### config.mk
export PLATFORM = sky130hd
export DESIGN_NAME = add_sub_rs
export DESIGN_NICKNAME = d
export VERILOG_FILES = /design/src/rtl/ppc_types.sv /design/src/rtl/add_sub_rs_slot.sv /design/src/rtl/add_sub_rs.sv
export SDC_FILE = /design/constraint.sdc
export NUM_CORES = 1
export LEC_CHECK = 0
export CAP_MARGIN = 10
export CELL_PAD_IN_SITES_DETAIL_PLACEMENT = 0
export CELL_PAD_IN_SITES_GLOBAL_PLACEMENT = 1
export CORE_UTILIZATION = 40
export CTS_CLUSTER_SIZE = 10
export DETAILED_ROUTE_END_ITERATION = 12
export GPL_ROUTABILITY_DRIVEN = 0
export PLACE_DENSITY_LB_ADDON = 0.1
export SYNTH_ARGS = -nofsm -noshare
export SYNTH_HDL_FRONTEND = slang
export SYNTH_SLANG_ARGS = --single-unit
### constraint.sdc
create_clock -name clk -period 2.1 [get_ports clk]
set_input_delay 0.42 -clock clk [delete_from_list [all_inputs] [get_ports clk]]
set_output_delay 0.42 -clock clk [all_outputs]
set_load 0.005 [all_outputs]
### src/rtl/ppc_types.sv
// rtl/ppc_types.sv - shared decode and reservation-station record types
package ppc_types;

  localparam int PPC_GPR_ADDR_W = 5;
  localparam int PPC_DATA_W     = 32;
  localparam int PPC_RS_TAG_W   = 5;

  typedef struct packed {
    logic subtract;
    logic invert_op1;
    logic add_const;
    logic use_ca;
    logic set_ca;
    logic set_ov;
    logic set_cr0;
  } add_sub_decode_t;

  // Reference layouts at the default tag width; the station keeps
  // per-field arrays so its tag width can follow RS_ID_WIDTH.
  typedef struct packed {
    logic                    valid;
    logic [PPC_RS_TAG_W-1:0] tag;
    logic [PPC_DATA_W-1:0]   value;
  } rs_operand_t;

  typedef struct packed {
    logic                      busy;
    rs_operand_t               op1;
    rs_operand_t               op2;
    rs_operand_t               op3;
    logic [PPC_GPR_ADDR_W-1:0] result_reg_addr;
    add_sub_decode_t           control;
  } add_sub_rs_entry_t;

endpackage

### src/rtl/add_sub_rs_slot.sv
// rtl/add_sub_rs_slot.sv - one operand register with CDB tag-compare wakeup
module rs_operand_slot #(
  parameter int DATA_W = 32,
  parameter int TAG_W  = 5
) (
  input  logic              clk,
  input  logic              rst,
  input  logic              clear,
  input  logic              busy,
  input  logic              load,
  input  logic              load_valid,
  input  logic [TAG_W-1:0]  load_tag,
  input  logic [DATA_W-1:0] load_value,
  input  logic              cdb_valid,
  input  logic [TAG_W-1:0]  cdb_tag,
  input  logic [DATA_W-1:0] cdb_data,
  output logic              valid,
  output logic [DATA_W-1:0] value
);

  logic [TAG_W-1:0] tag_q;
  logic             load_snoop;
  logic             wake;

  // A broadcast in the dispatch cycle is captured directly so it is never lost.
  assign load_snoop = ~load_valid & cdb_valid & (cdb_tag == load_tag);
  assign wake       = busy & ~valid & cdb_valid & (cdb_tag == tag_q);

  always_ff @(posedge clk) begin
    if (rst || clear) begin
      valid <= 1'b0;
      value <= '0;
      tag_q <= '0;
    end else if (load) begin
      tag_q <= load_tag;
      valid <= load_valid | load_snoop;
      value <= load_valid ? load_value : cdb_data;
    end else if (wake) begin
      valid <= 1'b1;
      value <= cdb_data;
    end
  end

endmodule

### src/rtl/add_sub_rs.sv
// rtl/add_sub_rs.sv - add/sub reservation station and issue scheduler
// Optional flush port enabled by defining ADD_SUB_RS_FLUSH_EN.
module add_sub_rs
  import ppc_types::*;
#(
  parameter int RS_DEPTH    = 4,
  parameter int RS_ID_WIDTH = 5,
  parameter int RS_BASE_ID  = 0
) (
  input  logic                   clk,
  input  logic                   rst,
  input  logic                   input_valid,
  output logic                   input_ready,
  input  logic [4:0]             result_reg_addr_in,
  input  add_sub_decode_t        control,
  input  logic [31:0]            op1_value,
  input  logic [31:0]            op2_value,
  input  logic                   op1_valid,
  input  logic                   op2_valid,
  input  logic                   op3_valid,
  input  logic [RS_ID_WIDTH-1:0] op1_tag,
  input  logic [RS_ID_WIDTH-1:0] op2_tag,
  input  logic [RS_ID_WIDTH-1:0] op3_tag,
  input  logic                   op3_value,
  input  logic                   cdb_valid,
  input  logic [RS_ID_WIDTH-1:0] cdb_tag,
  input  logic [31:0]            cdb_data,
  input  logic                   cdb_ca,
  output logic                   issue_valid,
  input  logic                   issue_ready,
  output logic [RS_ID_WIDTH-1:0] issue_rs_id,
  output logic [4:0]             issue_result_reg_addr,
  output logic [31:0]            issue_op1,
  output logic [31:0]            issue_op2,
  output logic                   issue_carry,
  output add_sub_decode_t        issue_control
`ifdef ADD_SUB_RS_FLUSH_EN
  ,
  input  logic                   flush
`endif
);

  localparam int IDX_W = (RS_DEPTH > 1) ? $clog2(RS_DEPTH) : 1;

  logic [RS_DEPTH-1:0] busy;
  logic [RS_DEPTH-1:0] ready;
  logic [RS_DEPTH-1:0] load;
  logic [RS_DEPTH-1:0] v1, v2, v3;
  logic [31:0]         val1 [RS_DEPTH];
  logic [31:0]         val2 [RS_DEPTH];
  logic                val3 [RS_DEPTH];
  logic [4:0]          rra_q [RS_DEPTH];
  add_sub_decode_t     ctl_q [RS_DEPTH];

  logic             locked;
  logic [IDX_W-1:0] lock_idx;
  logic [IDX_W-1:0] free_idx;
  logic [IDX_W-1:0] ready_idx;
  logic [IDX_W-1:0] sel_idx;
  logic             any_ready;
  logic             dispatch_fire;
  logic             issue_fire;
  logic             kill;

`ifdef ADD_SUB_RS_FLUSH_EN
  assign kill = flush;
`else
  assign kill = 1'b0;
`endif

  assign ready       = busy & v1 & v2 & v3;
  assign any_ready   = |ready;
  assign input_ready = ~rst & ~kill & ~(&busy);
  assign issue_valid = ~rst & ~kill & any_ready;

  // A locked entry stays ready until its handshake, so any_ready covers it.
  assign sel_idx       = locked ? lock_idx : ready_idx;
  assign dispatch_fire = input_valid & input_ready;
  assign issue_fire    = issue_valid & issue_ready;

  always_comb begin
    free_idx  = '0;
    ready_idx = '0;
    for (int i = RS_DEPTH - 1; i >= 0; i--) begin
      if (!busy[i])  free_idx  = IDX_W'(i);
      if (ready[i])  ready_idx = IDX_W'(i);
    end
  end

  always_comb begin
    load = '0;
    if (dispatch_fire) load[free_idx] = 1'b1;
  end

  always_ff @(posedge clk) begin
    if (rst || kill) begin
      busy     <= '0;
      locked   <= 1'b0;
      lock_idx <= '0;
    end else begin
      locked   <= issue_valid & ~issue_ready;
      lock_idx <= sel_idx;
      for (int i = 0; i < RS_DEPTH; i++) begin
        if (issue_fire && sel_idx == IDX_W'(i)) busy[i] <= 1'b0;
        if (load[i]) busy[i] <= 1'b1;
      end
    end
  end

  always_ff @(posedge clk) begin
    for (int i = 0; i < RS_DEPTH; i++) begin
      if (load[i]) begin
        rra_q[i] <= result_reg_addr_in;
        ctl_q[i] <= control;
      end
    end
  end

  for (genvar g = 0; g < RS_DEPTH; g++) begin : g_entry
    rs_operand_slot #(.DATA_W(32), .TAG_W(RS_ID_WIDTH)) u_op1 (
      .clk        (clk),
      .rst        (rst),
      .clear      (kill),
      .busy       (busy[g]),
      .load       (load[g]),
      .load_valid (op1_valid),
      .load_tag   (op1_tag),
      .load_value (op1_value),
      .cdb_valid  (cdb_valid),
      .cdb_tag    (cdb_tag),
      .cdb_data   (cdb_data),
      .valid      (v1[g]),
      .value      (val1[g])
    );

    rs_operand_slot #(.DATA_W(32), .TAG_W(RS_ID_WIDTH)) u_op2 (
      .clk        (clk),
      .rst        (rst),
      .clear      (kill),
      .busy       (busy[g]),
      .load       (load[g]),
      .load_valid (op2_valid),
      .load_tag   (op2_tag),
      .load_value (op2_value),
      .cdb_valid  (cdb_valid),
      .cdb_tag    (cdb_tag),
      .cdb_data   (cdb_data),
      .valid      (v2[g]),
      .value      (val2[g])
    );

    rs_operand_slot #(.DATA_W(1), .TAG_W(RS_ID_WIDTH)) u_op3 (
      .clk        (clk),
      .rst        (rst),
      .clear      (kill),
      .busy       (busy[g]),
      .load       (load[g]),
      .load_valid (op3_valid),
      .load_tag   (op3_tag),
      .load_value (op3_value),
      .cdb_valid  (cdb_valid),
      .cdb_tag    (cdb_tag),
      .cdb_data   (cdb_ca),
      .valid      (v3[g]),
      .value      (val3[g])
    );
  end

  always_comb begin
    issue_rs_id           = '0;
    issue_result_reg_addr = '0;
    issue_op1             = '0;
    issue_op2             = '0;
    issue_carry           = 1'b0;
    issue_control         = '0;
    if (issue_valid) begin
      issue_rs_id           = RS_ID_WIDTH'(RS_BASE_ID) + RS_ID_WIDTH'(sel_idx);
      issue_result_reg_addr = rra_q[sel_idx];
      issue_op1             = val1[sel_idx];
      issue_op2             = val2[sel_idx];
      issue_carry           = val3[sel_idx];
      issue_control         = ctl_q[sel_idx];
    end
  end

endmodule

# == Word-level counts from Yosys, hierarchy flattened ==
# Memory sizes are Yosys's and may differ from the RTL's.
# Index checks and enable logic that the tools add are counted.
# W data, S select, Z words.
# classes
add_sub_neg,0
n_mul,0
div,0
magnitude_cmp,3
eq_ne,18
shifts,0
muxes,112
bitwise_logic,72
reduce_logical,30
# ops
op,n
$mux W32,24
$bmux W32 S2,2
$eq A5 B5 Y1,15
$mux W1,59
$and A1 B1 Y1,47
$mux W2,16
$reduce_bool A2 Y1,16
$mux W7,4
$reduce_or A7 Y1,3
$mux W5,4
$not A1 Y1,18
$reduce_or A5 Y1,3
$and A4 B4 Y4,3
$logic_and A1 B1 Y1,5
$eq A2 B2 Y1 const B,2
$mux W4,1
$reduce_and A4 Y1,1
$reduce_or A4 Y1,1
$ge A3 B3 Y1 const B,1
$lt A2 B3 Y1 const B,1
$not A2 Y3,1
$or A1 B1 Y1,3
$bmux W1 S2,1
$demux W1 S2,1
other kinds (3),3
# totals
regBits,339
latch_bits,0
mem_bits_rw,48
romBits,0
output_inout_bits,84
wordCells,279
memories,2
# memory_table
memory,depth,word_bits,rd,rd_clocked_by_memory_dff,write_ports,line_no,rtl
ctl_q,4,7,1,0,1,add_sub_rs.sv:53,add_sub_decode_t ctl_q [RS_DEPTH];
rra_q,4,5,1,0,1,add_sub_rs.sv:52,logic [4:0] rra_q [RS_DEPTH];

# == Depth between registers and ports, before layout ==
# Gate-level depths: netlist of the first run.
# depth
word_depth,15
mapped_depth,9
depth_no_buf,6

# == Hierarchy ==
# From an unflattened synthesis of the first run, not the netlist that was laid out.
# unflattened
cells_unflattened,2018
hier_area_um2,21958.6
# by_module_without_submodules
mod,instances,cells_per_inst,area_each_um2,seq_area_each_um2
rs_operand_slot at g_entry[0].u_op1 ...,8,184,2003.2,760.7
add_sub_rs,1,370,4301.6,1581.5
rs_operand_slot at g_entry[0].u_op3 ...,4,44,407.9,140.1

# == Worst setup path after synthesis of the first run ==
# No wires, ideal clock.
# synth_path
kind,input to register
from,in rst
to,mem ctl_q[3][0] (netlist name) (enable)
setup_time_ps,381
arrival_ps,1718
required_ps,1719
slack_ps,2
path_stages,5
cell_sequence,nand2b_1 or3_1 clkbuf_1 inv_2 clkbuf_1
# synth_lines
item,line_no,rtl
from (decl),add_sub_rs.sv:11,"input logic rst,"
$not A1 Y1 *,add_sub_rs.sv:73,assign input_ready = ~rst & ~kill & ~(&busy);
$and A1 B1 Y1 *,add_sub_rs.sv:73,
$and A1 B1 Y1 *,add_sub_rs.sv:78,assign dispatch_fire = input_valid & input_ready;
$mux W4 *,add_sub_rs.sv:92,if (dispatch_fire) load[free_idx] = 1'b1;
named net g_entry[3].u_op1.load,add_sub_rs_slot.sv:10,"input logic load,"
$mux W1 *,add_sub_rs.sv:112,if (load[i]) begin
$mux W1 (implied by the code) *,add_sub_rs.sv:114,ctl_q[i] <= control;
$reduce_or A7 Y1 (no source line),--,
$mux W2 (no source line) / $mux W1 (equally long branches),--,
to (decl),add_sub_rs.sv:53,
# Mark *: on every way through the listed nets, which the timed path passes. The rest lies on a longest branch.

# == Worst setup path in the final report of the first run ==
# layout_path
from,reg busy[3]
to,out issue_op2[19]
# layout_via
elab_chain_cells,13
# layout_rtl
item,line_no,rtl
from (decl),add_sub_rs.sv:45,logic [RS_DEPTH-1:0] busy;
from (signal assigned),add_sub_rs.sv:97,busy <= '0;
"from (signal, indexed assignment)",add_sub_rs.sv:104,if (issue_fire && sel_idx == IDX_W'(i)) busy[i] <= 1'b0;
"from (signal, indexed assignment)",add_sub_rs.sv:105,if (load[i]) busy[i] <= 1'b1;
$and A4 B4 Y4 * (3 in series),add_sub_rs.sv:71,assign ready = busy & v1 & v2 & v3;
$mux W2 (4 in series),add_sub_rs.sv:86,if (ready[i]) ready_idx = IDX_W'(i);
$mux W2,add_sub_rs.sv:77,assign sel_idx = locked ? lock_idx : ready_idx;
$not A2 Y3 (implied by the code),add_sub_rs.sv:180,issue_op2 = val2[sel_idx];
$bmux W32 S2,add_sub_rs.sv:180,
$mux W32 (implied by the code) (2 in series),add_sub_rs.sv:180,
$mux W32 *,add_sub_rs.sv:176,if (issue_valid) begin
to (decl),add_sub_rs.sv:34,"output logic [31:0] issue_op2,"
# Mark *: on every way between the ends. The rest lies on a longest branch, timed or not. The select of a mux whose other input is x is not followed.

==> results.ini, run 1 <==
[pwr]
sw_frac_of_total_pct = 25.3
internal-power_mw = 12.8
power_density_nw_per_um2 = 607
p_clk_share_pct = 43.2
power_frac_comb_pct = 11.4
power_switching_mw = 4.33
ir_drop_uv = 410
power.share.sequential_pct = 45.4
p_leak_nw = 11.1

[place]
pre_cts_slack_ns = -0.743
hpwl_um = 43200
port_buffers = 218

[worst_setup_path]
cp_common_cell = buf_12
worstPathMaxFanout = 6
cp-end-kind = output port
critPathKind = register to output port
start_kind = register
slowest_stage = dfxtp_2
crit_required_ns = 1.68
critPathMaxStageDelay_ns = 0.33
crit_chain = and4_4, o211ai_1, o21a_4, buf_12, buf_12, buf_12, buf_12, buf_6, mux2i_1, o22ai_1, buf_2
arrival_ns = 2.62

[logic_synthesis]
synth_common_cells = dfxtp_1, mux2i_1, nand2_1, nor2_1, a21oi_1
syn_area_per_cell_sq_um = 9.70
ys.flop_type = dfxtp_1
synth_cells = 1981
synth_area_sq_um = 19200
ys_async_sr_fraction_pct = 0
synth_cell_types = 56
yosys_warnings = 0
synth_edf_count = 48
ys_top_cells_by_area = dfxtp_1, mux2i_1, edfxtp_1
synth_top_area_cell = dfxtp_1
synth.most_common_cell = dfxtp_1
ys_ff_latch = 387
yosysSeqAreaShare_pct = 42.8
synth_top_area_share_pct = 35.3

[sta]
worst_slack_ns = -0.944
period_share_pct = 145
fin_crit_ns = 3.04
max_freq_mhz = 329
hold_viol_final = 0
rsz0062_at_grt = true
setup_violations = 80
skew_ns = 0.0180
drv_slew = 0
worstMarginPinSlew_ns = 1.09
slew_headroom_pct = 27.0

[clocking]
numClockSinks = 387
cts.clk_slew.worst_paths_ns = 0.06
clock_latency_ns = 0.58
cts_buffers = 46
cts_root_buf = clkbuf_16
postCtsHoldBufs = 0
clock_path_buffers = 3
h-tree-depth = 2
cts_tree = done

[drt]
wl_um = 74700
viasPerCell = 5.81
drt.antenna.violating_nets = 0
vias = 17600
drc = 0
wl_per_cell_um = 24.6
drt_iter0_drc = 1532
drtPass1Iterations = 6

[global_route]
grt_max_degree = 90
grt_overflow = 0
grt_pass1_vias = 17700
antenna_found_initial = 0
grt_usage_pct = 29.3
grt_pass1_wl_um = 111000

[floorplan]
start_util_pct = 40.9
die_y_um = 221
fp.coreArea_sq_um = 47000
rows = 79
die_area_sq_um = 48900
design.portCount = 222
die_x_um = 221

[final_layout]
nets = 2546
antenna_cells = 0
final_core_util_pct = 60.0
area_growth_pct = 46.6
layout-drive-gt1-share_pct = 34.4

[min_path]
min_path_type = primary input to register

[status]
violations = negative setup slack
status = finished, violations left

[flow_run]
drv_cap = 0

==> power groups by stage <==
stage / clock network (mW) / registers (mW) / logic [mW]
after floorplan: 0 / 7.88 / 0.938
after global placement: 0 / 7.89 / 1.77
after detailed placement: 0 / 7.89 / 1.78
after CTS: 7.46 / 7.75 / 1.86
after global routing: 7.75 / 7.78 / 2.07
final: 7.40 / 7.77 / 1.96
==> stage by stage <==
stage | instance area, sq um | power (mW) | TNS (ns) | cells | hold WS (ns)
4_1_cts | 27300 | 17.1 | -70.03 | 3020 | 0.386
2_1_floorplan | 19200 | 8.81 | 0 | 1983 | 0.436
3_5_place_dp | 23700 | 9.68 | -222.74 | 2853 | 0.446
3_3_place_gp | 23700 | 9.65 | -213.84 | 2853 | 0.441
6_report | 28200 | 17.1 | -64.56 | 3036 | 0.407
5_1_grt | 28200 | 17.6 | -72.08 | 3036 | 0.424
==> metal layers <==
| metal | vias to the layer above | GRT usage (%) | wire (um) | share of wire, % |
|---|---|---|---|---|
| met5 | - | 0 | 0 | 0 |
| met4 | 0 | 8.66 | 1870 | 2.5 |
| met3 | 101 | 2.92 | 4410 | 5.9 |
| met2 | 676 | 48.6 | 35200 | 47 |
| met1 | 8733 | 40.4 | 33200 | 44 |
| li1 | 8130 | - | - | - |
==> worst max-delay path, delay by kind of cell, from the launching register on <==
kind | cells | cell delay (ns)
and+or+nand+nor | 1 | 0.22
DFF | 1 | 0.33
AOI/OAI and AO/OA | 3 | 0.61
muxes | 1 | 0.11
buffers and inverters | 6 | 0.76
==> path summary, 6_finish.rpt <==
path | startpoint | to | slack (ns) | cells after the start
setup / recovery | busy[3] | issue_op2[19] | -0.94 | 11
setup reg to reg | g_entry[2].u_op1.tag_q[4] | g_entry[2].u_op1.value[20] | 0.03 | 6
hold / removal | issue_ready | locked | 0.41 | 2
hold reg to reg | g_entry[0].u_op1.value[9] | g_entry[0].u_op1.value[9] | 0.45 | 2
==> state kept, by name, summed over array words and instances (netlist names), 2 cells and up <==
signal,count
busy,4
ctl_q,28
g_entry.u_op1.tag_q,20
g_entry.u_op1.valid,4
g_entry.u_op1.value,128
g_entry.u_op2.tag_q,20
g_entry.u_op2.valid,4
g_entry.u_op2.value,128
g_entry.u_op3.tag_q,20
g_entry.u_op3.valid,4
g_entry.u_op3.value,4
lock_idx,2
rra_q,20
==> kinds of logic after synthesis <==
family / Yosys count / share of synthesized area [%]
AO/OA/AOI/OAI: 534 / 20.8
AND/OR/NAND/NOR: 444 / 9.75
other: 1 / 0.0195
buffers and inverters: 220 / 6.16
multiplexers: 320 / 16.9
XOR/XNOR: 75 / 3.63
flip-flops: 387 / 42.8
==> layout by cell type (no fill, tap or decap), types with 45 or more instances in the layout <==
| master | instances |
|---|---|
| dfxtp_1 | 327 |
| mux2i_1 | 187 |
| xnor2_1 | 45 |
| edfxtp_1 | 48 |
| buf_4 | 204 |
| clkbuf_16 | 54 |
| buf_6 | 56 |
| a21oi_1 | 132 |
| mux2i_4 | 56 |
| nor2_1 | 171 |
| buf_2 | 77 |
| a22oi_1 | 94 |
| clkdlybuf4s50_1 | 128 |
| nand2_1 | 226 |
| o22ai_1 | 75 |
| a221oi_2 | 62 |
| buf_12 | 84 |
==> final cells by class <==
cell class                      count  area (sq um)
Fill cell                        3924         18800
Timing Repair Buffer              591          6340
Sequential cell                   387          8240
Clock buffer                       67          1300
Clock inverter                      2          13.8
Multi-Input combinational cell   1376         11500
Inverter                            6          22.5
Tap cell                          607           759
==> what timing repair did <==
action / CTS / global route
cloned: 18 / 7
gates resized for setup: 572 / 162
pin swaps: 71 / 61
buffers inserted: 91 / 25
setup endpoints to repair: 224 / 235
No activity file was read; power rests on OpenSTA's default activity.
==> run 2: changes to the inputs <==
--- a/config.mk
+++ b/config.mk
@@ -5,6 +5,7 @@
 export SDC_FILE = /design/constraint.sdc
 export NUM_CORES = 1
 export LEC_CHECK = 0
+export ABC_CLOCK_PERIOD_IN_PS = 2100
 export CAP_MARGIN = 10
 export CELL_PAD_IN_SITES_DETAIL_PLACEMENT = 0
 export CELL_PAD_IN_SITES_GLOBAL_PLACEMENT = 1
==> results of run 2 <==
The final DEF is identical to that of run 1; final timing and power are the same.
==> run 3: changes to the inputs <==
--- a/config.mk
+++ b/config.mk
@@ -6,7 +6,7 @@
 export NUM_CORES = 1
 export LEC_CHECK = 0
 export ABC_CLOCK_PERIOD_IN_PS = 2100
-export CAP_MARGIN = 10
+export CAP_MARGIN = 20
 export CELL_PAD_IN_SITES_DETAIL_PLACEMENT = 0
 export CELL_PAD_IN_SITES_GLOBAL_PLACEMENT = 1
 export CORE_UTILIZATION = 40
==> results of run 3 <==
The final DEF is identical to that of run 1; final timing and power are the same.
